`config.mk`:
```
export PLATFORM = sky130hd
export DESIGN_NAME = i2c_mini_master
export DESIGN_NICKNAME = d
export VERILOG_FILES = /design/src/rtl/i2c_mini_pkg.sv /design/src/rtl/i2c_qtick_gen.sv /design/src/rtl/i2c_mini_master.sv
export SDC_FILE = /design/constraint.sdc
export NUM_CORES = 1
export LEC_CHECK = 0
export BUFFER_PORTS_ARGS = -buffer_cell sky130_fd_sc_hd__buf_4
export CORE_ASPECT_RATIO = 1.1
export CORE_MARGIN = 5
export CORE_UTILIZATION = 30
export CTS_CLUSTER_SIZE = 25
export DETAILED_ROUTE_END_ITERATION = 6
export HOLD_SLACK_MARGIN = 0.03
export PLACE_DENSITY = 0.5
export SLEW_MARGIN = 20
export SYNTH_ARGS = -nofsm -noshare
export SYNTH_HDL_FRONTEND = slang
export SYNTH_SLANG_ARGS = --single-unit
```
`constraint.sdc`:
```
create_clock -name clk -period 4.72 [get_ports clk]
set_clock_uncertainty 0.1 [all_clocks]
set_input_delay 0.472 -clock clk [delete_from_list [all_inputs] [get_ports clk]]
set_output_delay 0.472 -clock clk [all_outputs]
set_load 0.01 [all_outputs]
```
`src/rtl/i2c_mini_pkg.sv`:
```
// Shared types and constants for the compact I2C master: FSM states,
// quarter-phase encodings and SDA drive levels.
package i2c_mini_pkg;

  typedef enum logic [2:0] {
    IDLE  = 3'd0,
    START = 3'd1,
    ADDR  = 3'd2,
    RW    = 3'd3,
    ACK_A = 3'd4,
    DATA  = 3'd5,
    ACK_D = 3'd6,
    STOP  = 3'd7
  } state_t;

  localparam logic [1:0] Q0 = 2'd0;
  localparam logic [1:0] Q1 = 2'd1;
  localparam logic [1:0] Q2 = 2'd2;
  localparam logic [1:0] Q3 = 2'd3;

  // Values for sda_oe: open-drain, so a 0 bit pulls low and a 1 bit releases.
  localparam logic DRIVE_LOW = 1'b1;
  localparam logic RELEASE   = 1'b0;

  function automatic logic bit_to_oe(input logic b);
    return b ? RELEASE : DRIVE_LOW;
  endfunction

endpackage

```
`src/rtl/i2c_qtick_gen.sv`:
```
// Quarter-period timebase: one-cycle tick every CLK_DIV clocks while enabled,
// plus the 2-bit quarter phase within the current bit slot.
module i2c_qtick_gen
  import i2c_mini_pkg::*;
#(
  parameter int CLK_DIV = 4
) (
  input  logic       clk,
  input  logic       rst,
  input  logic       clr,
  input  logic       en,
  output logic       tick,
  output logic [1:0] phase
);

  localparam int CW = $clog2(CLK_DIV);
  localparam logic [CW-1:0] LAST = CW'(CLK_DIV - 1);

  logic [CW-1:0] cnt;

  assign tick = en && (cnt == LAST);

  // clr realigns both the divider and the phase to the start of a slot.
  always_ff @(posedge clk) begin
    if (rst || clr) begin
      cnt   <= '0;
      phase <= Q0;
    end else if (en) begin
      if (tick) begin
        cnt   <= '0;
        phase <= phase + 2'd1;
      end else begin
        cnt <= cnt + 1'b1;
      end
    end
  end

endmodule

```
`src/rtl/i2c_mini_master.sv`:
```
// Single-master sequencer for the compact I2C frame:
// START, address, R/W, ACK, data, ACK, STOP.
module i2c_mini_master
  import i2c_mini_pkg::*;
#(
  parameter int ADDR_BITS = 4,
  parameter int BITS      = 6,
  parameter int CLK_DIV   = 4
) (
  input  logic                 clk,
  input  logic                 rst,
  input  logic                 start,
  input  logic                 rw,
  input  logic [ADDR_BITS-1:0] addr,
  input  logic [BITS-1:0]      wdata,
  output logic                 busy,
  output logic                 done,
  output logic                 ack_err,
  output logic [BITS-1:0]      rdata,
  output logic                 scl_out,
  input  logic                 sda_in,
  output logic                 sda_out,
  output logic                 sda_oe,
  output logic [2:0]           state_dbg
);

  localparam int MAXB  = (ADDR_BITS > BITS) ? ADDR_BITS : BITS;
  localparam int CNT_W = $clog2(MAXB + 1);

  state_t               state, state_nx;
  logic [CNT_W-1:0]     bit_cnt;
  logic [ADDR_BITS-1:0] addr_sr;
  logic [BITS-1:0]      data_sr;
  logic                 rw_r;
  logic                 tick;
  logic [1:0]           phase;
  logic                 accept;
  logic                 slot_end;
  logic                 sample;

  // Handshake: start is taken only while idle and not in the done cycle;
  // busy then stays high until the one-cycle done pulse, at which point
  // ack_err and rdata are valid (ack_err holds until the next accepted start).
  assign accept   = (state == IDLE) && start && !done;
  assign busy     = (state != IDLE);
  assign slot_end = tick && (phase == Q3);
  assign sample   = tick && (phase == Q2);
  assign sda_out  = 1'b0;
  assign state_dbg = state;

  i2c_qtick_gen #(.CLK_DIV(CLK_DIV)) u_qtick (
    .clk   (clk),
    .rst   (rst),
    .clr   (accept),
    .en    (busy),
    .tick  (tick),
    .phase (phase)
  );

  always_comb begin
    state_nx = state;
    case (state)
      IDLE:  if (accept) state_nx = START;
      START: if (slot_end) state_nx = ADDR;
      ADDR:  if (slot_end && bit_cnt == '0) state_nx = RW;
      RW:    if (slot_end) state_nx = ACK_A;
      ACK_A: if (slot_end) state_nx = ack_err ? STOP : DATA;
      DATA:  if (slot_end && bit_cnt == '0) state_nx = ACK_D;
      ACK_D: if (slot_end) state_nx = STOP;
      STOP:  if (slot_end) state_nx = IDLE;
      default: state_nx = IDLE;
    endcase
  end

  // Bus levels decode from registered state/phase; SCL is high in Q2/Q3.
  always_comb begin
    scl_out = 1'b1;
    sda_oe  = RELEASE;
    case (state)
      IDLE: begin
        scl_out = 1'b1;
        sda_oe  = RELEASE;
      end
      START: begin
        scl_out = (phase != Q3);
        sda_oe  = (phase == Q0) ? RELEASE : DRIVE_LOW;
      end
      ADDR: begin
        scl_out = phase[1];
        sda_oe  = bit_to_oe(addr_sr[ADDR_BITS-1]);
      end
      RW: begin
        scl_out = phase[1];
        sda_oe  = bit_to_oe(rw_r);
      end
      DATA: begin
        scl_out = phase[1];
        sda_oe  = rw_r ? RELEASE : bit_to_oe(data_sr[BITS-1]);
      end
      STOP: begin
        scl_out = (phase != Q0);
        sda_oe  = (phase == Q0 || phase == Q1) ? DRIVE_LOW : RELEASE;
      end
      default: begin
        // ACK_A and ACK_D: master releases SDA (a read ends with NACK).
        scl_out = phase[1];
        sda_oe  = RELEASE;
      end
    endcase
  end

  always_ff @(posedge clk) begin
    if (rst) begin
      state   <= IDLE;
      bit_cnt <= '0;
      addr_sr <= '0;
      data_sr <= '0;
      rw_r    <= 1'b0;
      done    <= 1'b0;
      ack_err <= 1'b0;
      rdata   <= '0;
    end else begin
      state <= state_nx;
      done  <= (state == STOP) && slot_end;
      if (accept) begin
        rw_r    <= rw;
        addr_sr <= addr;
        data_sr <= wdata;
        ack_err <= 1'b0;
      end
      // A read only ever sets ack_err at ACK_A, so !ack_err means acknowledged.
      if ((state == STOP) && slot_end && rw_r && !ack_err) rdata <= data_sr;
      case (state)
        START: if (slot_end) bit_cnt <= CNT_W'(ADDR_BITS - 1);
        ADDR: begin
          if (slot_end) begin
            addr_sr <= addr_sr << 1;
            bit_cnt <= bit_cnt - 1'b1;
          end
        end
        ACK_A: begin
          if (sample && sda_in) ack_err <= 1'b1;
          if (slot_end) bit_cnt <= CNT_W'(BITS - 1);
        end
        DATA: begin
          if (rw_r && sample) data_sr <= {data_sr[BITS-2:0], sda_in};
          if (slot_end) begin
            bit_cnt <= bit_cnt - 1'b1;
            if (!rw_r) data_sr <= data_sr << 1;
          end
        end
        ACK_D: if (sample && sda_in && !rw_r) ack_err <= 1'b1;
        default: ;
      endcase
    end
  end

endmodule

```
==> run_results.csv, run 1 <==
group,metric,value,unit
floorplan,die_w,78.3,um
timing,drv_slew,0,
logic_synthesis,yosys_warnings,0,
logic_synthesis,synth-edff-count,0,
logic_synthesis,ys_seq_area_share,37.8,%
power_and_ir_drop,power.internal,0.396,mW
floorplan,ios,30,
clock_network,root_buffer,"clkbuf_8",
timing,holdWs,0.341,ns
cells_and_area,drive_gt1_share,20.1,%
place,placed_cells,255,
detailed_routing,route.met3.wl,131,um
global_route,overflow,0,
logic_synthesis,syn_area_per_cell,8.45,um^2
logic_synthesis,ys_types,47,
logic_synthesis,async_reset_ff_share,0,%
timing,tns,0,ns
detailed_routing,route.detailed.wl_per_inst,14.5,um
detailed_routing,drt-met1-wl,1820,um
logic_synthesis,netlist_instances,182,
clock_network,cts_setup_buffers,0,
clock_network,tritoncts,"yes",
detailed_routing,wl_met2,1780,um
timing,fin_crit_sh,50.4,%
clock_network,holdBufCountCts,0,
power_and_ir_drop,combPwrFrac,11.3,%
hold_path,hold_class,"in -> reg",
logic_synthesis,synth_nets,204,
worst_setup_path,start_kind,"flop",
clock_network,clockBufferDepth,2,
clock_network,cts_resized,0,
floorplan,core,0.00500,mm^2
detailed_routing,ant_nets,0,
clock_network,path_clk_slew,0.06,ns
floorplan,start_util,30.8,%
global_route,antenna_found_initial,0,
clock_network,clock_sinks,29,
detailed_routing,post-route-drc-count,0,
place,dp_hpwl,2720,um
global_route,grt_pass1_wl,6500,um
timing,rsz0062_at_grt,"no",
run,cap_violations,0,
floorplan,die_area,0.00666,mm^2
worst_setup_path,worst_setup_path_end_kind,"primary output",
clock_network,clock_latency,0.28,ns
timing,worst_slew_pin_slew,0.739,ns
floorplan,row_count,27,
power_and_ir_drop,power.density,289,mW/mm^2
timing,final_hold_viol_count,0,
power_and_ir_drop,p_switching,0.134,mW
worst_setup_path,worst_ep_arrival_time,1.81,ns
clock_network,ctsHtreeMaxLevel,2,
timing,post-route-min-period,2.38,ns
detailed_routing,vias,1338,
logic_synthesis,synth_ff_type,"dfxtp_1",
place,globalplace.congestion,0.770,
power_and_ir_drop,power.leakage,0.776,nW
logic_synthesis,synthAdderAreaFrac,5.70,%
worst_setup_path,crit_fanout,16,
cells_and_area,layout.nets,226,
worst_setup_path,critPathRequiredTime,4.15,ns
timing,maxSlewHeadroom,50.6,%
global_route,grt_max_degree,31,
global_route,grtUsageTotal,12.4,%
logic_synthesis,synthXorXnorAreaFrac,1.14,%
power_and_ir_drop,p_seq_share,49.9,%
cells_and_area,stdcell_count,262,
run_status,status,"finished, final reports clean",
worst_setup_path,crit_type,"reg -> out",
detailed_routing,drt-total-wl,3800,um
cells_and_area,syn_to_final_growth,19.5,%
detailed_routing,dr.pass1.iters,4,
timing,report.final.setup_viol,0,
detailed_routing,drtIter0Drc,106,
logic_synthesis,synth_top_family_by_area,"simple AND/OR/NAND/NOR gates",
floorplan,die_h,85.1,um
detailed_routing,highest_layer,"met4",
power_and_ir_drop,p_clk_share,38.8,%
worst_setup_path,reg2reg_setup_slack,2.39,ns
place,place.port_buffers,28,
detailed_routing,vias_per_cell,5.11,
power_and_ir_drop,irDropWorstVdd,0.0983,mV
logic_synthesis,synth_compound_area_share,19.4,%
place,post-place-ws,2.35,ns
global_route,grt_pass1_vias,1333,
cells_and_area,diodes,0,
logic_synthesis,syn_area,0.00154,mm^2
timing,fmax,420,MHz
clock_network,cts_inserted_buffers,5,
timing,setup_ws,2.34,ns
logic_synthesis,yosys.area_share.simple,22.5,%
logic_synthesis,synthMuxAreaShare,6.59,%
power_and_ir_drop,p_sw_share,25.3,%
logic_synthesis,synth-seq-cells,29,
==> critical path, stage by stage, from the launching register on <==
cell,delay [ns]
dfxtp_1,0.64
inv_1,0.27
a21boi_0,0.21
o211ai_1,0.11
o41ai_1,0.11
buf_4,0.18
==> through the flow <==
stage | utilization [%] | cell area, um^2 | power (mW)
finish | 36.8 | 1840 | 0.531
global route | 36.8 | 1840 | 0.558
CTS | 36.8 | 1840 | 0.540
detailed placement | 35.0 | 1750 | 0.331
global placement | 35.0 | 1750 | 0.331
floorplan | - | 1540 | 0.308
==> kinds of logic (layout without fill, tap and decap cells) <==
kind of cell	Yosys count	after routing
AND/OR/NAND/NOR	71	71
AO/OA/AOI/OAI	40	40
flip-flops	29	29
buffers and inverters	22	44
multiplexers	10	10
adder cells (fa/ha/maj)	7	7
XOR/XNOR	2	2
other	1	1
==> cells in the mapped netlist, types with 2 or more instances <==
cell	n	area share, %
nor2b_1	2	0.81
o211ai_1	2	0.98
o21ai_0	8	2.6
inv_1	8	2.0
a221oi_1	2	1.1
a21oi_1	6	2.0
buf_6	2	1.5
a311oi_1	8	4.6
a2111oi_0	2	1.1
nand2_1	31	7.6
nor2_1	18	4.4
dfxtp_1	29	38
mux2i_1	9	5.9
clkbuf_1	8	2.0
xnor2_1	2	1.1
nand3b_1	2	0.98
ha_1	7	5.7
nor3_1	6	2.0
nand3_1	2	0.65
==> metal layers <==
layer | GRT usage [%] | up-vias
li1 | - | 693
met4 | 5.72 | 0
met5 | 0 | -
met3 | 3.18 | 6
met2 | 20.0 | 25
met1 | 15.5 | 614
==> flip-flops by register name, indices dropped and copies added, names as in the netlist <==
| signal | count |
|---|---|
| u_qtick.cnt | 2 |
| ack_err | 1 |
| u_qtick.phase | 2 |
| state_dbg | 3 |
| rw_r | 1 |
| addr_sr | 4 |
| rdata | 6 |
| bit_cnt | 3 |
| data_sr | 6 |
| done | 1 |
==> power groups by stage <==
| stage | registers (mW) | logic (mW) | clock network, mW |
|---|---|---|---|
| finish | 0.265 | 0.0598 | 0.206 |
| global route | 0.266 | 0.0672 | 0.225 |
| CTS | 0.265 | 0.0611 | 0.214 |
| detailed placement | 0.270 | 0.0607 | 0 |
| global placement | 0.270 | 0.0605 | 0 |
| floorplan | 0.266 | 0.0428 | 0 |
==> area by class of cell <==
class | instances | area [um^2]
fillers | 558 | 3160
multi-input cells | 131 | 855
flip-flops and latches | 29 | 581
repair buffers | 28 | 210
clock buffers | 7 | 86.3
well taps | 58 | 72.6
inverters | 9 | 33.8
==> path summary, 6_finish.rpt <==
check	startpoint	end	cells past startpoint
worst max-delay path	state_dbg[1]	sda_oe	5
worst min-delay path	rw	rw_r	3
worst max register to register	state_dbg[2]	state_dbg[1]	5
worst min register to register	addr_sr[1]	addr_sr[1]	2
==> layout by cell type (no fill, tap or decap), drive strengths merged, types with 2 or more instances in the layout <==
cell     netlist  routed
clkbuf         8       7
ha             7       7
xnor2          2       2
nor2b          2       2
inv            9       9
a311oi         8       8
o211ai         2       2
nor2          18      18
a221oi         3       3
o21ai          9       9
nand3b         2       2
buf            5      28
a2111oi        3       3
dfxtp         29      29
nor3b          2       2
nand2         31      31
a21oi          6       6
nor3           7       7
mux2i          9       9
nand3          2       2
Note: power is estimated with default switching activity, not from simulation.
==> run 2, diff against run 1 <==
Settings changed: PLACE_DENSITY 0.5 to 0.51.
Clock period 4.72 ns to 1.95 ns, I/O delays scaled along.
==> run 2 against run 1 <==
- sequential share of layout area fell by 1.8 points
- core utilization rose by 2.8 points
- final area rose by 7.6%
- final cell count rose by 5.0%
- first-iteration DRC count fell by 29%
==> run_results.csv, run 2 (synthesis gave the netlist of run 1 again) <==
group,metric,value,unit
run_status,status,"finished, final reports clean",
global_route,grt.busiest_layer,"met2",
clock_network,path_clk_slew,0.06,ns
worst_setup_path,crit_family,"compound AO/OA/AOI/OAI gates",
power_and_ir_drop,p_total,1.45,mW
run,cap_violations,0,
global_route,grt_util_met1,15.5,%
detailed_routing,ant_nets,0,
timing,report.final.setup_viol,0,
global_route,grtUsageTotal,12.2,%
clock_network,ctsHtreeMaxLevel,2,
worst_setup_path,crit_fanout,5,
power_and_ir_drop,irDropWorstVdd,0.425,mV
worst_setup_path,crit_slowest_cell,"dfxtp_4",
power_and_ir_drop,power.leakage,0.859,nW
place,placed_cells,267,
hold_path,hold_class,"in -> reg",
cells_and_area,layout.nets,238,
timing,drv_slew,0,
cells_and_area,drive_gt1_share,27.6,%
clock_network,root_buffer,"clkbuf_8",
power_and_ir_drop,power.density,732,mW/mm^2
cells_and_area,layout_commonest_cell,"buf_4",
timing,holdWs,0.0648,ns
timing,rsz0062_at_grt,"no",
global_route,grt_pass1_vias,1336,
worst_setup_path,crit_buf_inv,2,
detailed_routing,vias,1395,
place,globalplace.congestion,0.777,
clock_network,clock_sinks,29,
cells_and_area,mostFrequentLayoutCells,"39 x buf_4, 31 x nand2_1, 24 x dfxtp_1, 18 x nor2_1, 9 x mux2i_1",
clock_network,cts_inserted_buffers,5,
detailed_routing,post-route-drc-count,0,
cells_and_area,syn_to_final_growth,28.6,%
worst_setup_path,start_kind,"flop",
detailed_routing,drtIter0Drc,75,
timing,tns,0,ns
timing,post-route-min-period,1.84,ns
clock_network,tritoncts,"yes",
cells_and_area,diodes,0,
worst_setup_path,crit_type,"reg -> out",
global_route,grt_max_degree,31,
clock_network,clock_latency,0.28,ns
global_route,grt_pass1_wl,6450,um
place,post-place-ws,0.158,ns
cells_and_area,fin_util,39.6,%
clock_network,cts_setup_buffers,0,
global_route,antenna_found_initial,0,
timing,final_hold_viol_count,0,
detailed_routing,drt-total-wl,3880,um
detailed_routing,dr.pass1.iters,5,
floorplan,row_count,27,
clock_network,clockBufferDepth,2,
place,dpl-instance-area,0.00184,mm^2
cells_and_area,stdcell_count,275,
floorplan,core,0.00500,mm^2
timing,fin_crit_sh,94.6,%
worst_setup_path,slowest_delay,0.36,ns
floorplan,start_util,30.8,%
detailed_routing,route.detailed.wl_per_inst,14.1,um
floorplan,die_h,85.1,um
place,dp_hpwl,2820,um
floorplan,die_w,78.3,um
worst_setup_path,path_cells,"inv_1, ha_1, o21ai_0, o311ai_1, o211ai_1, o41ai_2, buf_4",
worst_setup_path,worst_ep_arrival_time,1.55,ns
worst_setup_path,critPathRequiredTime,1.65,ns
floorplan,die_area,0.00666,mm^2
timing,fmax,542,MHz
worst_setup_path,worst_setup_path_end_kind,"primary output",
detailed_routing,vias_per_cell,5.07,
cells_and_area,biggestRegsByFlops,"data_sr x6, rdata x6, addr_sr x4",
global_route,grt_use_met3,3.18,%
timing,setup_ws,0.106,ns
cells_and_area,fin_area,0.00198,mm^2
place,place.port_buffers,28,
global_route,met2_usage,19.9,%
global_route,overflow,0,
floorplan,ios,30,
## run 2: cell count changes in the layout (fill, tap and decap cells not counted), sizes merged
| cell | previous run | this run |
|---|---|---|
| bufinv | 0 | 1 |
| buf | 28 | 40 |
## run 2: report_power, final
group | internal [mW] | switching (mW)
clock network | 0.416 | 0.228
logic | 0.0802 | 0.0865
registers | 0.613 | 0.0245
total | 1.11 | 0.339
## run 2: worst min-delay path, stage by stage
cell     delay [ns]
buf_4          0.11
nand2_1        0.04
a21oi_1        0.05
## run 2: final cells by class
type,instances,area [um^2]
clock buffers,7,86.3
repair buffers,40,304
flip-flops and latches,29,589
well taps,58,72.6
inverters,9,33.8
clock inverters,1,30.0
multi-input cells,131,862
fillers,537,3020
## run 2: worst paths after layout
path / cells past startpoint / from / slack, ns / to
worst max-delay path: 7 / u_qtick.phase[1] / 0.11 / sda_oe
worst min-delay path: 3 / rw / 0.06 / rw_r
worst max register to register: 6 / u_qtick.cnt[0] / 0.19 / rdata[4]
worst min register to register: 2 / addr_sr[2] / 0.38 / addr_sr[2]
## run 2: timing repair
action | 4_1_cts | 5_1_grt
hold buffers | 0 | 0
setup endpoints to repair | 2 | 6
pin swaps | 0 | 1
resized for setup | 3 | 6
## run 2: per-layer routing
metal | wire length (um) | part of all wire, %
met1 | 1800 | 46
met5 | 0 | 0
met2 | 1860 | 48
met4 | 58 | 1.5
met3 | 161 | 4.2
==> run 3, diff against run 2 <==
Settings changed: CORE_MARGIN 5 to 4, RECOVER_POWER from default to 50.
==> run 3 against run 2 <==
- final area shrank 2.3%
- hold slack lost 0.0024 ns
- sequential share of layout area grew 0.63 points
- largest cell class unchanged
- critical path depth is the same
- first-iteration DRC count grew 1.3%
- final cell count grew 0.36%
- die area shrank 4.8%
- clock power grew 1%
- clock-buffer cell count is the same
- fmax shrank 1.2%
- largest power group unchanged
- worst setup slack lost 0.022 ns
- non-clock buffer count grew 1
==> run_results.csv, run 3 (synthesis gave the netlist of run 1 again) <==
group,metric,value,unit
hold_path,hp-start,"rw",
hold_path,hold_depth,3,
detailed_routing,highest_layer,"met4",
timing,fin_crit_sh,95.7,%
global_route,antenna_found_initial,0,
timing,report.final.setup_viol,0,
timing,rsz0062_at_grt,"no",
worst_setup_path,crit_fanout,3,
hold_path,worstHoldEndpoint,"rw_r",
worst_setup_path,crit_slowest_cell,"dfxtp_2",
cells_and_area,biggestRegsByFlops,"data_sr x6, rdata x6, addr_sr x4",
cells_and_area,syn_to_final_growth,25.7,%
floorplan,row_count,27,
worst_setup_path,worstReg2RegEnd,"data_sr[3]",
global_route,grtUsageTotal,12.8,%
detailed_routing,drtIter0Drc,76,
hold_path,hold_class,"in -> reg",
detailed_routing,dr.pass1.iters,4,
global_route,grt_pass1_wl,6510,um
cells_and_area,layout_commonest_cell,"nand2_1",
worst_setup_path,ff2ff_path_depth,5,
power_and_ir_drop,power.leakage,0.814,nW
detailed_routing,ant_nets,0,
place,dpl-instance-area,0.00185,mm^2
clock_network,cts_inserted_buffers,5,
run_status,status,"finished, final reports clean",
timing,post-route-min-period,1.87,ns
cells_and_area,drive_gt1_share,22.5,%
cells_and_area,mostFrequentLayoutCells,"31 x nand2_1, 30 x buf_4, 25 x dfxtp_1, 18 x nor2_1, 11 x clkbuf_1",
detailed_routing,post-route-drc-count,0,
floorplan,die_h,83.1,um
floorplan,die_area,0.00634,mm^2
timing,fmax,536,MHz
clock_network,root_buffer,"clkbuf_8",
clock_network,holdBufCountCts,0,
detailed_routing,wl_met2,1830,um
power_and_ir_drop,irDropWorstVdd,0.337,mV
detailed_routing,route.detailed.wl_per_inst,14.3,um
worst_setup_path,path_cells,"inv_1, ha_1, o21ai_0, o311ai_1, o211ai_1, o41ai_1, buf_4",
cells_and_area,layout.nets,239,
worst_setup_path,worstReg2RegStart,"state_dbg[2]",
floorplan,ios,30,
clock_network,clockBufferDepth,2,
worst_setup_path,worst_setup_path_end_kind,"primary output",
detailed_routing,drt-met1-wl,1890,um
global_route,overflow,0,
place,globalplace.congestion,0.824,
power_and_ir_drop,power.density,753,mW/mm^2
timing,final_hold_viol_count,0,
clock_network,path_clk_slew,0.06,ns
clock_network,ctsHtreeMaxLevel,2,
floorplan,core,0.00500,mm^2
detailed_routing,route.met3.wl,164,um
detailed_routing,vias,1371,
worst_setup_path,start_kind,"flop",
run,cap_violations,0,
clock_network,clock_sinks,29,
place,dp_hpwl,2860,um
timing,drv_slew,0,
floorplan,die_w,76.3,um
global_route,grt_pass1_vias,1336,
place,place.port_buffers,28,
clock_network,tritoncts,"yes",
worst_setup_path,worst_ep_arrival_time,1.57,ns
floorplan,start_util,30.8,%
detailed_routing,drt-total-wl,3950,um
global_route,grt_max_degree,31,
worst_setup_path,crit_type,"reg -> out",
worst_setup_path,critPathRequiredTime,1.65,ns
worst_setup_path,slowest_delay,0.34,ns
cells_and_area,fin_area,0.00193,mm^2
timing,tns,0,ns
detailed_routing,vias_per_cell,4.97,
cells_and_area,diodes,0,
clock_network,clock_latency,0.28,ns
worst_setup_path,reg2reg_setup_slack,0.17,ns
## run 3: per-layer routing
| layer | global-route usage [%] | vias to the layer above |
|---|---|---|
| met4 | 4.94 | 0 |
| met3 | 3.58 | 6 |
| met5 | 0 | - |
| li1 | - | 709 |
| met2 | 20.2 | 27 |
| met1 | 16.5 | 629 |
## run 3: worst max-delay path by stage
stage	to	startpoint	slack [ns]	cells after the start
floorplan	state_dbg[1]	state_dbg[2]	0.16	6
global placement	state_dbg[1]	state_dbg[1]	0.12	4
detailed placement	addr_sr[2]	state_dbg[1]	0.07	4
CTS	scl_out	state_dbg[0]	0.02	5
global route	sda_oe	state_dbg[1]	0.003	3
finish	sda_oe	u_qtick.phase[0]	0.08	7
## run 3: worst max-delay path: cells and delay by family, from the launching register on
family	cells	cell delay, ns
compound gates	4	0.49
flops	1	0.34
fa+ha+maj	1	0.23
buf+inv	2	0.23
## run 3: what timing repair did
item / in CTS / in global routing
gates resized for setup: 3 / 3
setup buffers: 0 / 0
cloned: 0 / 0
setup endpoints to repair: 2 / 3
## run 3: per-stage QoR
step	utilization, %	instances	setup slack [ns]	total power, mW	hold slack (ns)
final	38.7	276	0.0832	1.46	0.0624
after global placement	37.0	268	0.115	0.819	0.350
after detailed placement	37.0	268	0.0673	0.819	0.354
after floorplan	-	182	0.162	0.746	0.231
after global routing	38.7	276	0.00272	1.52	0.0660
after CTS	39.4	276	0.0166	1.48	0.0513
## run 3: area by class of cell
cell class,count,area [um^2]
repair buffers,41,268
multi-input cells,131,855
clock buffers,7,86.3
inverters,9,33.8
well taps,58,72.6
clock inverters,1,30.0
fillers,548,3070
flip-flops and latches,29,588
## run 3: power by group
group,switching (mW),internal (mW),total (mW)
sequential,0.0227,0.613,0.636
combinational,0.0871,0.0807,0.168
clock,0.236,0.416,0.652
